### src/rtl/fifo_wr_arbiter.sv
// fifo_wr_arbiter: round-robin burst arbiter feeding several write requesters into one FIFO write port
module fifo_wr_arbiter #(
   parameter int DATA_WIDTH = 8,
   parameter int NUM_REQ    = 4,
   parameter int BURST_LEN  = 4
) (
   input  logic                          wclk,
   input  logic                          w_rstn,
   input  logic [NUM_REQ-1:0]            req_valid,
   input  logic [NUM_REQ*DATA_WIDTH-1:0] req_data,
   output logic [NUM_REQ-1:0]            req_ready,
   input  logic                          full,
   output logic                          wen,
   output logic [DATA_WIDTH-1:0]         data_in,
   output logic [$clog2(NUM_REQ)-1:0]    gnt_id,
   output logic                          busy
);
   localparam int IW = $clog2(NUM_REQ);
   localparam int CW = $clog2(BURST_LEN + 1);
   localparam logic [0:0] IDLE  = 1'b0;
   localparam logic [0:0] BURST = 1'b1;
   logic [0:0]    state;
   logic [CW-1:0] cnt;
   logic [IW-1:0] last_owner;
   logic [IW-1:0] nxt_owner;
   logic [IW-1:0] cand;
   logic          found;
   logic          accept;
   logic          done;
   assign busy      = (state == BURST);
   assign accept    = w_rstn & busy & req_valid[gnt_id] & ~full;
   assign wen       = accept;
   assign req_ready = NUM_REQ'(accept) << gnt_id;
   assign data_in   = busy ? req_data[gnt_id*DATA_WIDTH +: DATA_WIDTH] : '0;
   assign done      = ~req_valid[gnt_id] | (accept & (cnt == CW'(BURST_LEN - 1)));
   // round-robin search starting just after the previous owner, wrapping around
   always_comb begin
      nxt_owner = last_owner;
      cand      = last_owner;
      found     = 1'b0;
      for (int k = 0; k < NUM_REQ; k++) begin
         cand      = (cand == IW'(NUM_REQ - 1)) ? '0 : cand + 1'b1;
         nxt_owner = (!found && req_valid[cand]) ? cand : nxt_owner;
         found     = found | req_valid[cand];
      end
   end
   // grant on IDLE, count accepted words in BURST, release on burst end or owner withdrawal
   always_ff @(posedge wclk or negedge w_rstn) begin
      if (!w_rstn) begin
         state      <= IDLE;
         cnt        <= '0;
         gnt_id     <= '0;
         last_owner <= IW'(NUM_REQ - 1);
      end else if (state == IDLE) begin
         if (|req_valid && !full) begin
            state  <= BURST;
            gnt_id <= nxt_owner;
            cnt    <= '0;
         end
      end else if (done) begin
         state      <= IDLE;
         last_owner <= gnt_id;
      end else if (accept) begin
         cnt <= cnt + 1'b1;
      end
   end
endmodule

### config.mk
export PLATFORM = sky130hd
export DESIGN_NAME = fifo_wr_arbiter
export DESIGN_NICKNAME = d
export VERILOG_FILES = /design/src/rtl/fifo_wr_arbiter.sv
export SDC_FILE = /design/constraint.sdc
export NUM_CORES = 1
export LEC_CHECK = 0
export ABC_AREA = 1
export BUFFER_PORTS_ARGS = -buffer_cell sky130_fd_sc_hd__buf_2
export CORE_ASPECT_RATIO = 1.4
export CORE_MARGIN = 4
export CORE_UTILIZATION = 44
export DETAILED_ROUTE_END_ITERATION = 12
export PLACE_DENSITY = 0.86
export RECOVER_POWER = 25
export SETUP_SLACK_MARGIN = 0.3
export SYNTH_ARGS = -nofsm -noshare
export SYNTH_HDL_FRONTEND = slang
export SYNTH_SLANG_ARGS = --single-unit
### constraint.sdc
create_clock -name wclk -period 2.2 [get_ports wclk]
set_input_delay 0.33 -clock wclk [delete_from_list [all_inputs] [get_ports wclk]]
set_output_delay 0.33 -clock wclk [all_outputs]
set_load 0.01 [all_outputs]
==> flow_results.org, run 1 <==
** Finish
- Most common cell after layout, fill and taps aside :: buf_2
- For this run, the share of the core covered by cells in the final layout is 0.6645.
- Net count reported at finish :: 289
- Relative area change from synthesis to final layout :: 45.05%
- Leaving out fill and tap cells, the most frequent cells in the layout are 53 x buf_2, 47 x nand2_1, 39 x nor2_1, 20 x o21ai_0, 16 x inv_1.
- The filler cells instantiated in the layout total 202.
- Leaving out filler cells and counting taps, the final layout contains 267.
- In the final layout, the share of cells above drive strength 1 is 0.3551.
- Number of inserted diodes :: 0

** Worst setup path
- CP max-delay cell :: dfrtp_2
- For the worst setup path, the data required time is 1.87 ns.
- Cell with the most instances on the worst path :: nor2_1
- Startpoint type of the worst setup path :: register
- Beginning of the worst register-to-register path :: last_owner[0]
- The signal on the critical path passes through inv_2, nor2_1, o21ai_2, nand3_2, nor2_4, nand2_1, nor2_1, buf_2.
- Largest fanout on the critical path :: 6
- The most critical setup path has its startpoint at gnt_id[0].
- Capturing element type of the critical path :: primary output
- Register-to-register path setup slack :: 0.46 ns
- CP Class :: register to primary output
- For the worst setup path, the data arrival time is 1.60 ns.
- For this run, the slowest stage of the critical path takes 0.45 ns.

** Synth
- Among all flip-flop cells after synthesis, the most frequent one is dfrtp_1.
- Mean instance size in the synthesized netlist :: 5.477 µm²
- Cell area after synthesis :: 985.9 µm²
- Yosys mapped the design onto 20 distinct sky130hd cell types.
- In this run, synthesis produced a sequential element count of 8.
- Sequential-to-total area share from yosys stat :: 0.2056
- Number of enable flip-flop cells after synthesis :: 0
- The cell count after synthesis came out at 180.
- Nets in the synthesized netlist :: 222
- Number of warnings issued by yosys :: 0
- Fraction of registers with async set or reset after synthesis :: 1.000

** Clock network
- TritonCTS sink count :: 8
- CTS clock-pin slew for the worst setup and hold paths :: 0.07 ns
- Maximum number of buffers from clock root to sink :: 2
- In this run the clock root is driven by a clkbuf_4.
- In this run the number of H-tree levels came out at 1.
- CTS tree :: yes
- Clock latency on the worst-skew pair :: 0.27 ns
- TritonCTS Buffers :: 3

** Global route
- Number of antenna violations at the first check in global routing :: 0
- The total overflow left after global routing is 0.
- Maximum number of pins on one net before global-route repair :: 18
- All-layer global routing usage :: 0.2210
- Wire length of the first global-routing pass :: 5106 µm
- Via count of the first global-routing pass :: 1175

** Route
- Total routed wirelength :: 3248 µm
- Summing over every cut layer, the via total after detailed routing is 1383.
- Post-route DRC :: 0
- Number of nets with antenna violations after routing :: 0
- In the routed layout, each cell is associated on average with a via count of 5.180.
- In the final routed layout, each cell accounts on average for 12.16 µm.
- First-pass iteration count of the detailed router :: 4
- Number of DRC violations after detailed-routing iteration 0 :: 39

** STA
- Subtracting the final worst setup slack from the clock period gives 1.927 ns.
- Setup repair after global routing could not meet its margin everywhere.
- Setup violations remaining at the end of the flow were counted as 0.
- Across the routed clock network, the largest skew measured is 0.01891 ns.
- Final Worst Setup Slack :: 0.2729 ns
- At the pin with the least slew margin, the transition time is 0.3185 ns.
- Static timing analysis puts the maximum clock frequency at 0.5189 GHz.
- Max-Slew Margin vs Limit :: 0.7870
- The final count of hold timing violations came to 0.
- The max-slew violation count is 0.
- Period Utilization, post-route :: 0.8759
- Setup TNS Final :: 0 ns

** Run status
- The run finished with clean final reports.

** Pwr
- The worst-case IR drop observed on VDD is 745.8 µV.
- Pwr/cell area :: 1288 mW/mm²
- In this run the static leakage power is 0.8268 nW.
- Overall power :: 1.842 mW

** Floorplan
- After floorplanning, the core was divided into 20 placement rows.
- Floorplan die width :: 48.01 µm
- Core region area :: 0.002152 mm²
- I/O pin count :: 55
- Y dimension of the die :: 64.01 µm
- Area of the die :: 0.003073 mm²
- Starting density of the core :: 0.4581

** Placed design
- Last weighted congestion value of the routability-driven placer :: 1.048
- The wire-length estimate of the detail-placed layout is 2414 µm.
- Cells after DPL :: 253
- Worst slack, placed :: 0.4121 ns
- In this run the tool buffered the top-level ports with 54 buffer cells.

** Run
- Across the run, the number of max-cap violations was 0.

** Worst hold path
- The min-delay analysis places its worst path in the category input port to async pin.
-- per-layer routing --
layer,part of all wire,vias to the layer above,global-route usage,wire length (µm)
met4,0.013,0,0.05724,43
met1,0.39,628,0.2754,1252
met5,0,-,0,0
met3,0.048,5,0.02817,155
li1,-,708,-,-
met2,0.55,42,0.3791,1796
-- final timing paths --
path,endpoint,depth (start not counted)
hold reg to reg,cnt[2],2
setup / recovery,req_ready[1],8
max in group asynchronous,busy,2
setup reg to reg,gnt_id[1],9
min in group wclk,cnt[2],2
hold / removal,last_owner[1],1
-- state kept, by name (all words and copies together), names as in the netlist --
register	cells
cnt	3
gnt_id	2
last_owner	2
busy	1
-- through the flow --
step,instance area [µm²],hold slack [ns]
after CTS,1360,0.04417
after global routing,1430,0.1673
after detailed placement,1275,0.1983
after global placement,1275,0.1957
final,1430,0.1479
after floorplan,985.9,0.03441
-- logic make-up after synthesis --
kind of cell               after synthesis  synth area share
AOI/OAI and AO/OA                       32            0.1853
adders and majority gates                3           0.03808
buffers and inverters                   25            0.1040
DFF                                      8            0.2056
and+or+nand+nor                        112            0.4670
-- final cells by class --
type                       count  area (µm²)  area share
timing repair buffer          68       401.6      0.2808
clock buffer                   3       22.52     0.01575
sequential                     8       205.2      0.1435
tap                           22       27.53     0.01925
inverter                      19       75.07     0.05249
multi-input combinational    147       698.2      0.4882
-- synthesized netlist by cell type, drive strengths merged, types with 3 or more instances --
master  count  share of area
a21oi       8          0.041
buf         4          0.024
dfrtp       6           0.15
ha          3          0.038
inv        18          0.069
nand2      51           0.19
nand3      16          0.081
nor2       41           0.16
o21ai      24           0.14
-- worst max-delay path: cells and delay by family (launching register included) --
family / cells / cell delay, ns
AOI/OAI and AO/OA: 1 / 0.18
and+or+nand+nor: 5 / 0.46
buffers and inverters: 2 / 0.23
DFF: 1 / 0.45
-- repair_timing --
action | in CTS | in global routing
cloned | 0 | 1
resized for setup | 4 | 8
endpoints found under the setup margin | 13 | 9
hold buffers | 1 | 0
buffers inserted | 6 | 3
hold endpoints to repair | 6 | 0
pin swaps | 1 | 4
-- power breakdown --
group / leakage, nW / total (mW) / switching (mW) / internal, mW
combinational: 0.716 / 1.43 / 0.846 / 0.587
clock: 0.0138 / 0.118 / 0.0558 / 0.0627
sequential: 0.0971 / 0.291 / 0.0756 / 0.216
total: 0.827 / 1.84 / 0.977 / 0.865
Power figures use the tool's default switching activity.
==> inputs of run 2 (changes only) <==
--- a/config.mk
+++ b/config.mk
@@ -9,11 +9,13 @@
 export BUFFER_PORTS_ARGS = -buffer_cell sky130_fd_sc_hd__buf_2
 export CORE_ASPECT_RATIO = 1.4
 export CORE_MARGIN = 4
-export CORE_UTILIZATION = 44
+export CORE_UTILIZATION = 45
 export DETAILED_ROUTE_END_ITERATION = 12
-export PLACE_DENSITY = 0.86
+export GPL_TIMING_DRIVEN = 0
+export PLACE_DENSITY = 0.87
 export RECOVER_POWER = 25
 export SETUP_SLACK_MARGIN = 0.3
+export SLEW_MARGIN = 20
 export SYNTH_ARGS = -nofsm -noshare
 export SYNTH_HDL_FRONTEND = slang
 export SYNTH_SLANG_ARGS = --single-unit
==> constraint.sdc (replaced) <==
create_clock -name wclk -period 2.3 [get_ports wclk]
set_input_delay 0.345 -clock wclk [delete_from_list [all_inputs] [get_ports wclk]]
set_output_delay 0.345 -clock wclk [all_outputs]
set_load 0.01 [all_outputs]
==> run 2 against run 1 <==
Via count fell by 3.8%. Wire length fell by 6.7%. Sequential power fell by 5%. Clock-buffer cell count rose by 1. Sequential cell count did not move. Global-route usage fell by 0.45 points.
==> flow_results.org, run 2 (same netlist as run 1, synthesis figures left out) <==
** Worst setup path
- The maximum fanout count along the critical path came to 5 (-1).
- Required time of the critical path :: 1.96 ns (+0.09 ns)
- Among cell families on the critical path, the largest total delay comes from simple AND/OR/NAND/NOR gates.
- The cell that appears most often on the critical path is nor2_4.
- The delay contributed by the slowest stage of the critical path came to 0.44 ns (about the same).
- Capturing element type of the critical path :: primary output
- CP Class :: register to primary output
- Traced cell by cell, the critical path runs through inv_2, buf_6, nor2_4, o21ai_4, nand3_2, nor2_4, nand2_2, nor2_1, buf_2.
- The buffers plus inverters on the worst setup path was 3 (+1).
- CP max-delay cell :: dfrtp_2
- The signal arrival time at the worst endpoint was 1.63 ns (+0.03 ns).
- Startpoint type of the worst setup path :: register

** Floorplan
- Floorplan die width :: 47.56 µm (-0.93%)
- Area of the die :: 0.003015 mm² (-1.9%)
- Y dimension of the die :: 63.39 µm (-0.98%)
- The placeable core region was 0.002021 mm² (-6.1%).
- The number of standard-cell rows in the floorplan came to 19 (-5.0%).
- The initial core utilization came to 0.4879 (+0.02979).
- The number of top-level pins was 55 (unchanged).

** Clock network
- CTS HTree Levels :: 1 (unchanged)
- The clock latency of the later-clocked register in the worst-skew pair is 0.27 ns (about the same).
- The clock slew at the register clock pins of the worst setup and hold paths came to 0.05 ns (-0.02 ns).
- TritonCTS built the clock tree.
- The number of CTS-inserted buffers came to 3 (unchanged).
- The CTS sink count is 8 (unchanged).
- In this run the clock root is driven by a clkbuf_4.
- The largest buffer count on any clock path was 2 (unchanged).

** Pwr
- The power per unit of standard cell area is 1221 mW/mm² (-5.2%).
- Overall power :: 1.723 mW (-6.5%)
- The static leakage power came to 0.8199 nW (-0.83%).
- Largest voltage drop on the vdd net :: 648.2 µV (-13%)

** Route
- Post-route DRC :: 0 (unchanged)
- Detail Route met3 WL :: 154 µm (-0.65%)
- The first-iteration detailed-routing DRC count is 31 (-21%).
- The wire length per cell after detailed routing is 11.36 µm (-6.7%).
- The number of iterations in the first detailed-routing pass is 4 (unchanged).
- Detailed route wirelength on metal2 :: 1573 µm (-12%)
- The total routed wire length on the met1 layer was 1220 µm (-2.6%).
- Vias per Instance :: 4.985 (-3.8%)
- In this run the top signal layer used is met4.
- Number of nets with antenna violations after routing :: 0 (unchanged)
- Total routed wirelength :: 3032 µm (-6.7%)
- Number of vias in the routed layout :: 1331 (-3.8%)

** Global route
- The all-layer global routing usage was 0.2166 (-0.004491).
- Wire length of the first global-routing pass :: 4912 µm (-3.8%)
- The number of global-route vias before repair came to 1187 (+1.0%).
- Number of antenna violations at the first check in global routing :: 0 (unchanged)
- Maximum number of pins on one net before global-route repair :: 11 (-7)
- The residual overflow from global routing came to 0 (unchanged).

** Finish
- The post-layout net count came to 289 (unchanged).
- The final design utilization came to 0.6985 (+0.03392).
- The largest registers in the layout are cnt: 3 flops, gnt_id: 2 flops, last_owner: 2 flops.
- The flip-flop count of the largest register after layout came to 3 (unchanged).
- Top register by number of flip-flops :: cnt
- The flip-flop and latch area is 203.9 µm² (-0.61%).
- Leaving out fill and tap cells, the most frequent cell in the layout is buf_2.
- Filler cell count in the final layout :: 185 (-8.4%)
- Multi-input gate area :: 705.7 µm² (+1.1%)
- Final design area excluding fillers :: 0.001411 mm² (-1.3%)
- Relative area change from synthesis to final layout :: 43.15%
- In the layout the commonest cells are 53 x buf_2, 49 x nand2_1, 39 x nor2_1, 20 x o21ai_0, 16 x inv_1.
- The share of final-layout standard cells stronger than drive strength 1 came to 0.3333 (-0.02177).
- The final standard cell count with taps included and fillers excluded came to 267 (unchanged).
- The number of antenna cells inserted is 0 (unchanged).

** STA
- Least-Margin Pin Slew :: 0.4327 ns (+0.1142 ns)
- The routed design could run at a clock period as short as 1.978 ns.
- The setup violation total in the final timing report came to 0 (unchanged).
- In the finished design, the share of the clock period the worst path needs comes to 0.8598.
- The final count of hold timing violations came to 0 (unchanged).
- Max-Slew Margin vs Limit :: 0.7115 (-0.07545)
- The summed negative setup slack over all endpoints came to 0 ns (unchanged).
- Setup repair after global routing could not meet its margin everywhere.
- F_max :: 0.5057 GHz
- The final hold slack is 0.1609 ns (+0.01305 ns).
- The final worst slack is 0.3225 ns (+0.04951 ns).
- The max-slew violation count came to 0 (unchanged).
- Worst-case clock skew :: 0.01079 ns (-0.008120 ns)

** Placed design
- Last weighted congestion value of the routability-driven placer :: 0.8638 (-18%)
- Detailed placer's ending HPWL :: 2341 µm (-3.0%)
- The total placed instance area was 0.001282 mm² (+0.59%).
- The port buffer count is 54 (unchanged).
- The number of cells after detailed placement is 255 (+0.79%).
- The post-placement setup slack came to 0.3956 ns (-0.01655 ns).

** Run status
- The flow ran to the end, and the final reports show no timing, DRC or antenna violations.

** Run
- The number of maximum-capacitance violations came to 0 (unchanged).

** Worst hold path
- Classification of the worst-slack hold path :: input port to async pin
run 2: worst register-to-register path: stages (launching register included):
cell and delay (ns):
dfstp_2 0.62, ha_1 0.31, inv_1 0.14, nand2_1 0.10
nand2_1 0.09, nand2_1 0.07, nand2_1 0.09, nand3_1 0.08
nand2_1 0.07, inv_1 0.04, nand2_1 0.05, nand2_1 0.05
run 2: final timing paths:
check	startpoint	to	slack [ns]	cells past startpoint
hold reg to reg	cnt[2]	cnt[2]	0.48	2
setup / recovery	gnt_id[0]	req_ready[2]	0.32	9
setup reg to reg	last_owner[0]	gnt_id[0]	0.48	11
hold / removal	w_rstn	last_owner[0]	0.16	1
max in group asynchronous	w_rstn	gnt_id[0]	1.36	2
min in group wclk	full	cnt[2]	0.41	4
run 2: metal layers:
layer,track usage,vias up
met3,0.03989,10
li1,-,708
met4,0.07071,0
met1,0.2570,570
met2,0.3708,43
met5,0,-
run 2: what timing repair did:
item,CTS,global route
setup buffers,5,2
hold endpoints to repair,6,0
setup endpoints to repair,13,12
hold buffers,1,0
pin swaps,4,2
resized for setup,7,10
run 2: final cells by class:
class,instances,share of cell area
Buffer,6,0.03280
Clock buffer,4,0.01862
Tap cell,21,0.01862
Sequential cell,8,0.1445
Multi-Input combinational cell,147,0.5000
Inverter,19,0.05053
Timing Repair Buffer,62,0.2349
run 2: where the power goes:
part | switching [mW] | total, mW | internal (mW)
combinational | 0.798 | 1.33 | 0.527
sequential | 0.0701 | 0.275 | 0.205
clock | 0.0557 | 0.123 | 0.0669
total | 0.924 | 1.72 | 0.799
==> inputs of run 3 (changes only) <==
--- a/config.mk
+++ b/config.mk
@@ -11,7 +11,6 @@
 export CORE_MARGIN = 4
 export CORE_UTILIZATION = 45
 export DETAILED_ROUTE_END_ITERATION = 12
-export GPL_TIMING_DRIVEN = 0
 export PLACE_DENSITY = 0.87
 export RECOVER_POWER = 25
 export SETUP_SLACK_MARGIN = 0.3
==> run 3 against run 2 <==
Sequential power is 5% higher. Setup slack hardly changed. Power is 3.0% lower. Via count is 1.3% higher. Global-route usage is 0.28 points lower. Critical path depth is 1 lower.
==> flow_results.org, run 3 (same netlist as run 1, synthesis figures left out) <==
** Worst hold path
- Classification of the worst-slack hold path :: input port to async pin

** Clock network
- TritonCTS sink count :: 8 (unchanged)
- TritonCTS built the clock tree.
- The largest buffer count on any clock path was 2 (unchanged).
- CTS HTree Levels :: 1 (unchanged)
- Clock latency on the worst-skew pair :: 0.26 ns (about the same)
- CTS clock-pin slew for the worst setup and hold paths :: 0.05 ns (about the same)
- TritonCTS Buffers :: 3 (unchanged)
- Master cell of the clock root buffer :: clkbuf_4

** Placed design
- The post-placement setup slack was 0.3409 ns (-0.05472 ns).
- Last weighted congestion value of the routability-driven placer :: 0.8588 (-0.58%)
- Detailed placer's ending HPWL :: 2324 µm (-0.74%)
- The total placed instance area came to 0.001274 mm² (-0.68%).
- Count of input and output buffers :: 54 (unchanged)

** STA
- The max-slew violation count was 0 (unchanged).
- Hold violation count in the final report :: 0 (unchanged)
- Max-Slew Margin vs Limit :: 0.7679 (+0.05638)
- The clock period minus final worst setup slack was 1.978 ns (+0.00005900 ns).
- The upper clock frequency limit came to 0.5057 GHz (about the same).
- Period Utilization, post-route :: 0.8598 (about the same)
- Least-Margin Pin Slew :: 0.3460 ns (-0.08671 ns)
- Setup TNS Final :: 0 ns (unchanged)
- Setup repair after global routing missed its margin :: true
- The final worst slack is 0.3224 ns (-0.00005900 ns).
- The setup violation total in the final timing report is 0 (unchanged).
- The final clock skew is 0.01057 ns (-0.0002213 ns).

** Worst setup path
- CP Class :: register to primary output
- Buffers and inverters on the worst path :: 2 (-1)
- Startpoint type of the worst setup path :: register
- Max incr delay on CP :: 0.46 ns (+0.02 ns)
- Largest fanout on the critical path :: 5 (unchanged)
- The path length in cells of the critical path came to 8 (-1).
- Worst endpoint data arrival time :: 1.63 ns (about the same)
- The worst setup path is captured at a primary output.
- The required time of the critical path came to 1.96 ns (about the same).
- The kind of cell with the highest combined delay along the critical path is simple AND/OR/NAND/NOR gates.
- The worst reg2reg path depth came to 9 (-2).
- The slowest stage of the critical path belongs to the cell dfrtp_2.
- Chain of cells forming the critical path :: inv_4, nor2_1, o21ai_2, nand3_2, nor2_4, nand2_2, nor2_2, buf_2

** Global route
- Via count of the first global-routing pass :: 1218 (+2.6%)
- All-layer global routing usage :: 0.2137 (-0.002802)
- Number of antenna violations at the first check in global routing :: 0 (unchanged)
- The pin count of the biggest net entering global routing came to 14 (+3).
- Wire length of the first global-routing pass :: 4940 µm (+0.57%)
- Remaining global-route overflow :: 0 (unchanged)

** Floorplan
- Starting density of the core :: 0.4879 (unchanged)
- Area of the die :: 0.003015 mm² (unchanged)
- The die outline height was 63.39 µm (unchanged).
- Core region area :: 0.002021 mm² (unchanged)
- The number of top-level pins is 55 (unchanged).
- The width of the die was 47.56 µm (unchanged).
- The number of standard-cell rows in the floorplan came to 19 (unchanged).

** Pwr
- The total power after layout is 1.670 mW (-3.0%).
- The maximum vdd drop is 623.1 µV (-3.9%).
- The static leakage power is 0.8055 nW (-1.8%).
- The power per unit of standard cell area came to 1203 mW/mm² (-1.5%).

** Finish
- Number of inserted diodes :: 0 (unchanged)
- From synthesis to final layout, the design area changed by 40.86%.
- The library cell used most frequently in the layout, excluding fill and tap cells, is buf_2.
- The area of all placed cells without fillers was 0.001389 mm² (-1.6%).
- The largest registers in the layout are cnt: 3 flops, gnt_id: 2 flops, last_owner: 2 flops.
- The post-layout net count is 286 (-1.0%).
- In the layout the commonest cells are 53 x buf_2, 46 x nand2_1, 38 x nor2_1, 20 x o21ai_0, 16 x inv_1.
- Fraction of final layout cells sized beyond drive strength 1 :: 0.3498 (+0.01646)
- The flip-flop count of the largest register after layout came to 3 (unchanged).
- Top register by number of flip-flops :: cnt

** Run status
- The flow ran to the end, and the final reports show no timing, DRC or antenna violations.

** Route
- Number of nets with antenna violations after routing :: 0 (unchanged)
- The detailed-route via count came to 1348 (+1.3%).
- The count of unresolved DRC violations after routing is 0 (unchanged).
- The wire length per cell after detailed routing was 11.98 µm (+5.5%).
- The wire length after detailed routing came to 3162 µm (+4.3%).
- First-pass iteration count of the detailed router :: 6 (+2)
- Number of DRC violations after detailed-routing iteration 0 :: 19 (-39%)
- Vias per Instance :: 5.106 (+2.4%)

** Run
- Max cap viols :: 0 (unchanged)
-- run 3: changes by cell type in the layout (fill, tap and decap cells not counted), moves of 2 or more --
cell	before	now
nand2_2	2	5
nand2_1	49	46
buf_4	8	10
buf_6	2	0
nor2_2	0	2
-- run 3: report_power, final --
part	switching, mW	internal, mW
Sequential	0.0821	0.206
Clock	0.0500	0.0665
Combinational	0.776	0.489
Total	0.908	0.762
-- run 3: cell type report --
cell class | instances | area, µm²
clock buffer | 4 | 26.28
fill | 189 | 631.9
inverter | 19 | 73.82
multi-input combinational | 147 | 703.2
sequential | 8 | 205.2
tap | 21 | 26.28
timing repair buffer | 65 | 354.1
-- run 3: worst paths after layout --
kind                                  to          start  slack (ns)
setup / recovery            req_ready[3]      gnt_id[0]        0.32
hold reg to reg                   cnt[2]         cnt[2]        0.49
max in group asynchronous      gnt_id[0]         w_rstn        1.36
setup reg to reg               gnt_id[1]  last_owner[0]        0.47
min in group wclk                 cnt[2]         cnt[2]        0.49
hold / removal             last_owner[0]         w_rstn        0.18
-- run 3: routing by layer --
| metal | up-vias | track usage | part of all wire |
|---|---|---|---|
| li1 | 706 | - | - |
| met1 | 599 | 0.2531 | 0.39 |
| met2 | 43 | 0.3826 | 0.56 |
| met3 | 0 | 0.03134 | 0.050 |
| met4 | 0 | 0.04714 | 0 |
| met5 | - | 0 | 0 |
-- run 3: per-stage QoR --
stage	hold slack, ns	cells	util
final	0.1834	264	0.6873
after detailed placement	0.2068	252	0.6303
after global placement	0.2033	252	0.6303
after floorplan	0.04941	180	-
after global routing	0.2104	264	0.6873
after CTS	0.07963	260	0.6607
-- run 3: worst register-to-register path, delay by kind of cell, from the launching register on --
kind                       cells  cell delay, ns
and+or+nand+nor                4            0.35
AOI/OAI and AO/OA              2            0.23
adders and majority gates      1            0.31
DFF                            1            0.61
buffers and inverters          2            0.19
-- run 3: repair_timing --
| action | CTS | global route |
|---|---|---|
| pin swaps | 1 | 6 |
| gates cloned | 0 | 0 |
| buffers inserted | 3 | 4 |
| gates resized for setup | 3 | 9 |
| setup endpoints to repair | 5 | 5 |
| hold endpoints to repair | 6 | 0 |
| hold buffers | 1 | 0 |
